$ cat src/rtl/t5_pkg.sv
// Shared definitions for the t5 Wishbone arbiter.
// Holds the arbiter state encoding and the grant codes driven on arb_gnt.
// arb_gnt mirrors the state, so the two encodings line up bit for bit.
package t5_pkg;

    typedef enum logic [1:0] {
        ST_IDLE = 2'd0,
        ST_IBUS = 2'd1,
        ST_DBUS = 2'd2
    } arb_state_e;

    localparam logic [1:0] GNT_NONE = 2'b00;
    localparam logic [1:0] GNT_I    = 2'b01;
    localparam logic [1:0] GNT_D    = 2'b10;

endpackage : t5_pkg

$ cat src/rtl/t5_wbarb.sv
// t5_wbarb: two-master Wishbone arbiter sharing one memory port between the
// instruction port (iwb) and the data port (dwb) of the t5 core.
//
// Ports
//   sys_clk, sys_rst        clock, asynchronous active-high reset
//   iwb_*                   instruction master (read-only; iwb_wre ignored)
//   dwb_*                   data master
//   mwb_*                   shared slave port (combinational mux of the owner)
//   arb_gnt                 current owner: 00 none, 01 instruction, 10 data
//   arb_tmo                 sticky watchdog flag, cleared only by reset
//
// Handshake: a master holds its stb high until it sees its ack. The owner's
// ack is mwb_ack passed straight through in the same cycle; dropping stb
// before ack abandons the transaction. Data wins ties unless the instruction
// port has waited through DSTARVE consecutive data grants. The watchdog ends
// a grant after TIMEOUT cycles without mwb_ack and acks the owner with zero
// data. Every transaction is followed by one IDLE cycle.
module t5_wbarb
    import t5_pkg::*;
#(
    parameter int XLEN    = 32,
    parameter int DSTARVE = 4,
    parameter int TIMEOUT = 255
) (
    input  logic            sys_clk,
    input  logic            sys_rst,

    input  logic [31:2]     iwb_adr,
    input  logic            iwb_stb,
    input  logic [3:0]      iwb_sel,
    input  logic            iwb_wre,
    output logic            iwb_ack,
    output logic [31:0]     iwb_dat,

    input  logic [31:2]     dwb_adr,
    input  logic [XLEN-1:0] dwb_dto,
    input  logic [3:0]      dwb_sel,
    input  logic            dwb_stb,
    input  logic            dwb_wre,
    output logic            dwb_ack,
    output logic [XLEN-1:0] dwb_dti,

    output logic [31:2]     mwb_adr,
    output logic [XLEN-1:0] mwb_dto,
    output logic [3:0]      mwb_sel,
    output logic            mwb_stb,
    output logic            mwb_wre,
    input  logic            mwb_ack,
    input  logic [XLEN-1:0] mwb_dti,

    output logic [1:0]      arb_gnt,
    output logic            arb_tmo
);

    localparam logic [3:0] DSTARVE_C = 4'(DSTARVE);
    localparam logic [7:0] TMO_LAST  = 8'(TIMEOUT - 1);
    localparam bit         TMO_EN    = (TIMEOUT != 0);

    arb_state_e state_q, state_d;
    logic [3:0] dcnt_q, dcnt_d;
    logic [7:0] tcnt_q, tcnt_d;
    logic       tmo_q, tmo_d;

    logic       granted;
    logic       owner_stb;
    logic       starving;
    logic       tmo_fire;

    // The instruction port never writes; its write-enable is left unused.
    logic unused_iwb_wre;
    assign unused_iwb_wre = iwb_wre;

    always_ff @(posedge sys_clk or posedge sys_rst) begin
        if (sys_rst) begin
            state_q <= ST_IDLE;
            dcnt_q  <= 4'd0;
            tcnt_q  <= 8'd0;
            tmo_q   <= 1'b0;
        end else begin
            state_q <= state_d;
            dcnt_q  <= dcnt_d;
            tcnt_q  <= tcnt_d;
            tmo_q   <= tmo_d;
        end
    end

    always_comb begin
        state_d   = state_q;
        dcnt_d    = dcnt_q;
        tcnt_d    = tcnt_q;
        tmo_d     = tmo_q;

        granted   = (state_q != ST_IDLE);
        owner_stb = 1'b0;
        if (state_q == ST_IBUS) owner_stb = iwb_stb;
        if (state_q == ST_DBUS) owner_stb = dwb_stb;

        starving  = iwb_stb && (dcnt_q == DSTARVE_C);
        // An owner abort takes precedence over the watchdog in the same cycle.
        tmo_fire  = TMO_EN && granted && owner_stb && !mwb_ack && (tcnt_q == TMO_LAST);

        mwb_adr   = '0;
        mwb_dto   = '0;
        mwb_sel   = '0;
        mwb_stb   = 1'b0;
        mwb_wre   = 1'b0;
        iwb_ack   = 1'b0;
        iwb_dat   = '0;
        dwb_ack   = 1'b0;
        dwb_dti   = '0;

        // Shared port mux; the instruction side drives no write data.
        case (state_q)
            ST_IBUS: begin
                mwb_adr = iwb_adr;
                mwb_sel = iwb_sel;
                mwb_stb = iwb_stb && !tmo_fire;
                iwb_ack = iwb_stb && (mwb_ack || tmo_fire);
                if (iwb_stb && mwb_ack) iwb_dat = mwb_dti;
            end
            ST_DBUS: begin
                mwb_adr = dwb_adr;
                mwb_dto = dwb_dto;
                mwb_sel = dwb_sel;
                mwb_wre = dwb_wre;
                mwb_stb = dwb_stb && !tmo_fire;
                dwb_ack = dwb_stb && (mwb_ack || tmo_fire);
                if (dwb_stb && mwb_ack) dwb_dti = mwb_dti;
            end
            default: ;
        endcase

        case (state_q)
            ST_IDLE: begin
                if (dwb_stb && !starving) begin
                    state_d = ST_DBUS;
                end else if (iwb_stb) begin
                    state_d = ST_IBUS;
                end
            end
            ST_IBUS, ST_DBUS: begin
                if (!owner_stb || mwb_ack || tmo_fire) begin
                    state_d = ST_IDLE;
                end
            end
            default: state_d = ST_IDLE;
        endcase

        // Starvation counter: counts data completions while fetch waits.
        if (state_q == ST_DBUS && dwb_stb && mwb_ack) begin
            if (!iwb_stb) begin
                dcnt_d = 4'd0;
            end else if (dcnt_q != DSTARVE_C) begin
                dcnt_d = dcnt_q + 4'd1;
            end
        end else if (state_q == ST_IBUS && iwb_stb && mwb_ack) begin
            dcnt_d = 4'd0;
        end

        // Watchdog counter; saturates so a disabled watchdog never wraps.
        if (state_q == ST_IDLE) begin
            if (state_d != ST_IDLE) tcnt_d = 8'd0;
        end else if (!mwb_ack && tcnt_q != 8'hFF) begin
            tcnt_d = tcnt_q + 8'd1;
        end

        if (tmo_fire) tmo_d = 1'b1;
    end

    assign arb_gnt = state_q;
    assign arb_tmo = tmo_q;

endmodule : t5_wbarb

$ cat config.mk
export PLATFORM = sky130hd
export DESIGN_NAME = t5_wbarb
export DESIGN_NICKNAME = d
export VERILOG_FILES = /design/src/rtl/t5_pkg.sv /design/src/rtl/t5_wbarb.sv
export SDC_FILE = /design/constraint.sdc
export NUM_CORES = 1
export LEC_CHECK = 0
export CORE_MARGIN = 10
export CORE_UTILIZATION = 29
export CTS_BUF_LIST = sky130_fd_sc_hd__clkbuf_8
export CTS_CLUSTER_SIZE = 24
export DETAILED_ROUTE_END_ITERATION = 6
export PLACE_DENSITY = 0.95
export SKIP_CTS_REPAIR_TIMING = 1
export SYNTH_ARGS = -nofsm -noshare
export SYNTH_HDL_FRONTEND = slang
export SYNTH_SLANG_ARGS = --single-unit
$ cat constraint.sdc
create_clock -name sys_clk -period 4.44 [get_ports sys_clk]
set_clock_uncertainty 0.15 [all_clocks]
set_input_delay 0.666 -clock sys_clk [delete_from_list [all_inputs] [get_ports sys_clk]]
set_output_delay 0.666 -clock sys_clk [all_outputs]
set_load 0.01 [all_outputs]
==> run_results.csv, run 1 <==
group,metric,value,unit
status,status,"finished, final reports clean",
sta,fin_crit,3.73,ns
detailed_routing,via_per_inst,5.03,
clock_network,cts_buffers,3,
setup_path,crit_type,"in2out",
detailed_routing,met2WireLength,7340,um
floorplan,ios,276,
yosys,synth_area_per_cell,7.11,sq um
pwr,ir_worst_vdd,181,uV
place,hpwl,12000,um
floorplan,die_w,107,um
pwr,power,1.65,mW
flow_run,cap_violations,0,
setup_path,critPathLaunchType,"input pin",
place,place.gp.congestion,0.954,
final_layout,multi_input_area,0.00169,sq mm
grt,grt_max_degree,56,
final_layout,area_growth,128,%
sta,fmax,268,MHz
detailed_routing,vias,3353,
sta,hold_viol,0,
clock_network,cts_max_level,1,
clock_network,cts_tree,"done",
yosys,syn_nets,458,
yosys,synth_cell_type_count,38,
min_path,hold_path.class,"reg2reg",
final_layout,final_common_cell,"clkdlybuf4s50_1",
yosys,synth_cells,311,
floorplan,core,0.00733,sq mm
yosys,seq_area_frac_synth,17.0,%
grt,grt_pass1_vias,3442,
final_layout,regArea,375,sq um
clock_network,cts.sinks,15,
setup_path,cp.required,3.62,ns
detailed_routing,routed_wl,14300,um
sta,slew_viol_final,0,
clock_network,cts_root_buf,"clkbuf_8",
detailed_routing,wl_met3,1990,um
final_layout,final_cell_mix,"clkdlybuf4s50_1 (274), and2_1 (99), a22oi_1 (34), nor2b_1 (34)",
sta,worstMarginPinSlew,0.927,ns
floorplan,dieArea,0.0115,sq mm
place,io_buffers,274,
clock_network,insertion_delay,0.25,ns
grt,antenna_found_initial,0,
floorplan,die_h,107,um
setup_path,critPathArrivalTime,2.91,ns
yosys,ys_warn_count,0,
sta,grt_setup_unrepaired,"no",
pwr,cellPowerDensity,328,mW/mm^2
final_layout,drive_above_1_share,2.47,%
final_layout,antenna_cells,0,
grt,grt_overflow,0,
detailed_routing,drc_errors,0,
clock_network,clockBufferDepth,2,
detailed_routing,wl_met1,4740,um
detailed_routing,drtIter0Drc,207,
detailed_routing,antenna_left,0,
floorplan,rows,31,
sta,fin_crit_sh,83.9,%
pwr,leakage,1.88,nW
setup_path,cp_max_fo,33,
setup_path,end_kind,"output port",
grt,gr-usage-all-layers,22.4,%
floorplan,initial_core_util,30.2,%
detailed_routing,firstDrtPassIters,5,
detailed_routing,wire_per_inst,21.4,um
detailed_routing,top_layer_used,"met4",
final_layout,nets,715,
final_layout,fillers,566,
yosys,synth_area,0.00221,sq mm
grt,grt_pass1_wl,20500,um
yosys,synth_seq_cells,15,
sta,finalSetupTns,0,ns
clock_network,cts.reportedPaths.clkPinSlew,0.06,ns
sta,finalSetupViolCount,0,
setup_path,rrSetupSlack,1.66,ns
sta,slew_headroom,38.2,%
==> report_power, final <==
part	switching [mW]	total [mW]	internal, mW
sequential	0.0427	0.205	0.163
combinational	0.628	1.34	0.712
clock	0.0483	0.110	0.0613
==> per-stage QoR <==
stage	hold WS, ns	util (%)	std cells	cell area [sq um]	setup slack (ns)
finish	0.326	68.8	666	5050	0.714
CTS	0.327	68.8	666	5050	0.731
floorplan	0.286	-	311	2210	2.05
global placement	0.299	68.2	662	5000	0.766
global route	0.355	68.8	666	5050	0.589
detailed placement	0.313	68.2	662	5000	0.734
==> cells by family after synthesis <==
| family | Yosys count | synth area share (%) |
|---|---|---|
| muxes | 3 | 1.36 |
| AOI/OAI and AO/OA | 60 | 20.9 |
| buffers and inverters | 37 | 6.62 |
| adders and majority gates | 8 | 4.53 |
| DFF | 15 | 17.0 |
| and+or+nand+nor | 188 | 49.6 |
==> registers in the layout, indices dropped and copies added (netlist names) <==
register and flops:
dcnt_q 4, arb_tmo 1, tcnt_q 8, arb_gnt 2
==> Yosys cell counts <==
master / number / area, sq um
and2_1: 99 / 619
a22oi_1: 34 / 255
nor2b_1: 34 / 213
clkbuf_1: 18 / 67.6
dfrtp_1: 15 / 375
nand2_1: 15 / 56.3
nor2_1: 15 / 56.3
inv_1: 12 / 45.0
ha_1: 8 / 100
nand3_1: 6 / 30.0
o21ai_0: 5 / 25.0
a31oi_1: 4 / 25.0
and3_1: 4 / 25.0
nand4_1: 4 / 25.0
buf_1: 3 / 11.3
buf_2: 3 / 15.0
mux2i_1: 3 / 30.0
nand2b_1: 3 / 18.8
a32oi_2: 2 / 32.5
nand3b_1: 2 / 15.0
nor3_1: 2 / 10.0
o221ai_1: 2 / 17.5
o22ai_1: 2 / 12.5
or2_2: 2 / 12.5
a21oi_1: 1 / 5.00
a21oi_2: 1 / 8.76
a221oi_1: 1 / 8.76
a22o_1: 1 / 8.76
a41oi_1: 1 / 8.76
and4b_1: 1 / 10.0
buf_4: 1 / 7.51
o21a_1: 1 / 7.51
o21ai_1: 1 / 5.00
o21ai_2: 1 / 8.76
o2bb2ai_1: 1 / 8.76
o311ai_2: 1 / 16.3
o31ai_1: 1 / 7.51
or3_1: 1 / 6.26
==> worst paths after layout <==
check	start	endpoint	depth (start not counted)
hold reg to reg	arb_tmo$_DFFE_PP0P_	arb_tmo$_DFFE_PP0P_	1
setup / recovery	mwb_ack	dwb_dti[30]	4
setup reg to reg	arb_gnt[0]$_DFF_PP0_	tcnt_q[6]$_DFFE_PP0P_	6
max in group asynchronous	sys_rst	tcnt_q[0]$_DFFE_PP0P_	2
hold / removal	arb_tmo$_DFFE_PP0P_	arb_tmo$_DFFE_PP0P_	1
min in group asynchronous	sys_rst	arb_tmo$_DFFE_PP0P_	2
==> final cells by class <==
cell class	count	share of cell area [%]
Clock buffer	3	0.818
Clock inverter	1	0.0744
Inverter	12	0.893
Multi-Input combinational cell	259	33.5
Sequential cell	15	7.44
Tap cell	99	2.45
Timing Repair Buffer	277	54.8
==> per-layer routing <==
layer,up-vias,global-route usage [%]
li1,1567,-
met1,1519,22.2
met2,239,42.6
met3,28,10.3
met4,0,2.80
met5,-,0
==> worst max-delay path: stages <==
cell and delay [ns]:
clkdlybuf4s50_1 0.67, and3_1 0.76, and2_1 0.22, clkdlybuf4s50_1 0.58
(Power assumes the default switching activity.)
==> run 2: changes to the inputs <==
CORE_UTILIZATION = 24   (was 29)
PLACE_DENSITY = 0.89   (was 0.95)
clock period = 3 ns   (was 4.44 ns; I/O delays follow)
==> run 2 against run 1 <==
Net effect:
- sequential power grew 47%
- global-route usage is 4.3 points lower
- combinational power rose by 50%
- setup slack worse by 0.60 ns
- critical path depth increased by 1
- register-to-register slack worse by 1.1 ns
- utilization shrank 11 points
- critical endpoint is now dwb_dti[31]
- via count is 2.1% lower
- highest routed layer is now met5
- total power rose by 49%
- sequential share of layout area fell by 0.11 points
- largest cell class unchanged
==> run_results.csv, run 2 (synthesis gave the netlist of run 1 again) <==
group,metric,value,unit
floorplan,core,0.00885,sq mm
final_layout,multi_input_area,0.00170,sq mm
clock_network,cts_max_level,1,
clock_network,cts_tree,"done",
sta,finalSetupViolCount,0,
final_layout,largest_reg_flops,8,
detailed_routing,wl_met3,1870,um
min_path,hold_path.class,"reg2reg",
clock_network,cts.sinks,15,
clock_network,cts_root_buf,"clkbuf_8",
sta,fmax,347,MHz
pwr,clockPowerShare,6.6,%
detailed_routing,firstDrtPassIters,4,
final_layout,final_cell_mix,"clkdlybuf4s50_1 (273), and2_1 (99), a22oi_1 (34), nor2b_1 (34)",
sta,whs,0.316,ns
place,io_buffers,274,
floorplan,dieArea,0.0135,sq mm
detailed_routing,wl_met1,4840,um
setup_path,cp_max_fo,35,
sta,fin_crit_sh,96.2,%
final_layout,drive_above_1_share,3.50,%
sta,slew_viol_final,0,
detailed_routing,drtIter0Drc,175,
pwr,intPower,1.42,mW
setup_path,critPathArrivalTime,2.29,ns
place,hpwl,11500,um
final_layout,nets,719,
sta,finalSetupTns,0,ns
detailed_routing,via_per_inst,4.83,
final_layout,top_register,"tcnt_q",
clock_network,clockBufferDepth,2,
floorplan,rows,34,
grt,grt_max_degree,69,
final_layout,antenna_cells,0,
flow_run,cap_violations,0,
status,status,"finished, final reports clean",
sta,slew_headroom,61.8,%
floorplan,die_h,116,um
detailed_routing,met2WireLength,6710,um
grt,grt_overflow,0,
grt,gr-usage-all-layers,18.1,%
clock_network,cts_buffers,3,
clock_network,insertion_delay,0.25,ns
pwr,cellPowerDensity,481,mW/mm^2
clock_network,cts.reportedPaths.clkPinSlew,0.06,ns
final_layout,fillers,750,
setup_path,end_kind,"output port",
place,place.gp.congestion,0.906,
pwr,p_sw_share,42.6,%
floorplan,die_w,116,um
final_layout,regArea,377,sq um
sta,hold_viol,0,
floorplan,initial_core_util,25.0,%
detailed_routing,vias,3282,
detailed_routing,routed_wl,13600,um
detailed_routing,drc_errors,0,
floorplan,ios,276,
pwr,ir_worst_vdd,294,uV
setup_path,crit_type,"in2out",
pwr,seqPwrFrac,12.2,%
detailed_routing,top_layer_used,"met5",
detailed_routing,antenna_left,0,
sta,fin_crit,2.89,ns
pwr,combinationalPowerShare,81.2,%
sta,worstMarginPinSlew,0.573,ns
pwr,p_sw,1.05,mW
pwr,leakage,1.92,nW
setup_path,cp.required,2.40,ns
final_layout,final_common_cell,"clkdlybuf4s50_1",
grt,grt_pass1_wl,19500,um
setup_path,critPathLaunchType,"input pin",
grt,antenna_found_initial,1,
final_layout,area_growth,133,%
detailed_routing,wire_per_inst,20.0,um
grt,grt_pass1_vias,3422,
sta,grt_setup_unrepaired,"no",
## run 2: critical path, stage by stage
cell and delay, ns:
clkdlybuf4s50_1 0.67, and3_1 0.28, buf_12 0.18, and2_1 0.15, clkdlybuf4s50_1 0.55
## run 2: final cells by class
class | count | share of cell area (%)
inverters | 12 | 0.876
multi-input cells | 259 | 33.0
flip-flops and latches | 15 | 7.33
clock buffers | 3 | 0.803
clock inverters | 1 | 0.0973
repair buffers | 281 | 55.2
well taps | 108 | 2.63
## run 2: worst paths after layout
path | startpoint | endpoint | slack (ns) | cells past startpoint
worst max-delay path | mwb_ack | dwb_dti[31] | 0.11 | 5
worst min-delay path | arb_tmo$_DFFE_PP0P_ | arb_tmo$_DFFE_PP0P_ | 0.32 | 1
worst max register to register | arb_gnt[1]$_DFF_PP0_ | tcnt_q[4]$_DFFE_PP0P_ | 0.60 | 7
worst min register to register | arb_tmo$_DFFE_PP0P_ | arb_tmo$_DFFE_PP0P_ | 0.32 | 1
max in group asynchronous | sys_rst | arb_gnt[0]$_DFF_PP0_ | 1.89 | 2
min in group asynchronous | sys_rst | tcnt_q[3]$_DFFE_PP0P_ | 0.41 | 2
## run 2: layer usage
metal	up-vias	GRT usage [%]
li1	1571	-
met1	1497	19.4
met2	199	32.6
met3	13	7.80
met4	2	3.25
met5	-	0
## run 2: stage by stage
stage	worst slack [ns]	utilization [%]	area [sq um]	instances	power [mW]
after floorplan	0.830	-	2210	311	1.25
after global placement	0.160	57.4	5080	675	2.27
after detailed placement	0.129	57.4	5080	675	2.31
after CTS	0.0103	57.9	5130	679	2.49
after global routing	0.00587	58.1	5140	679	2.63
final	0.114	58.1	5140	679	2.47
## run 2: power by group through the flow
stage	sequential [mW]	clock [mW]	combinational [mW]
floorplan	0.285	0	0.964
global placement	0.298	0	1.97
detailed placement	0.301	0	2.01
CTS	0.300	0.164	2.02
global route	0.309	0.172	2.15
finish	0.302	0.163	2.01
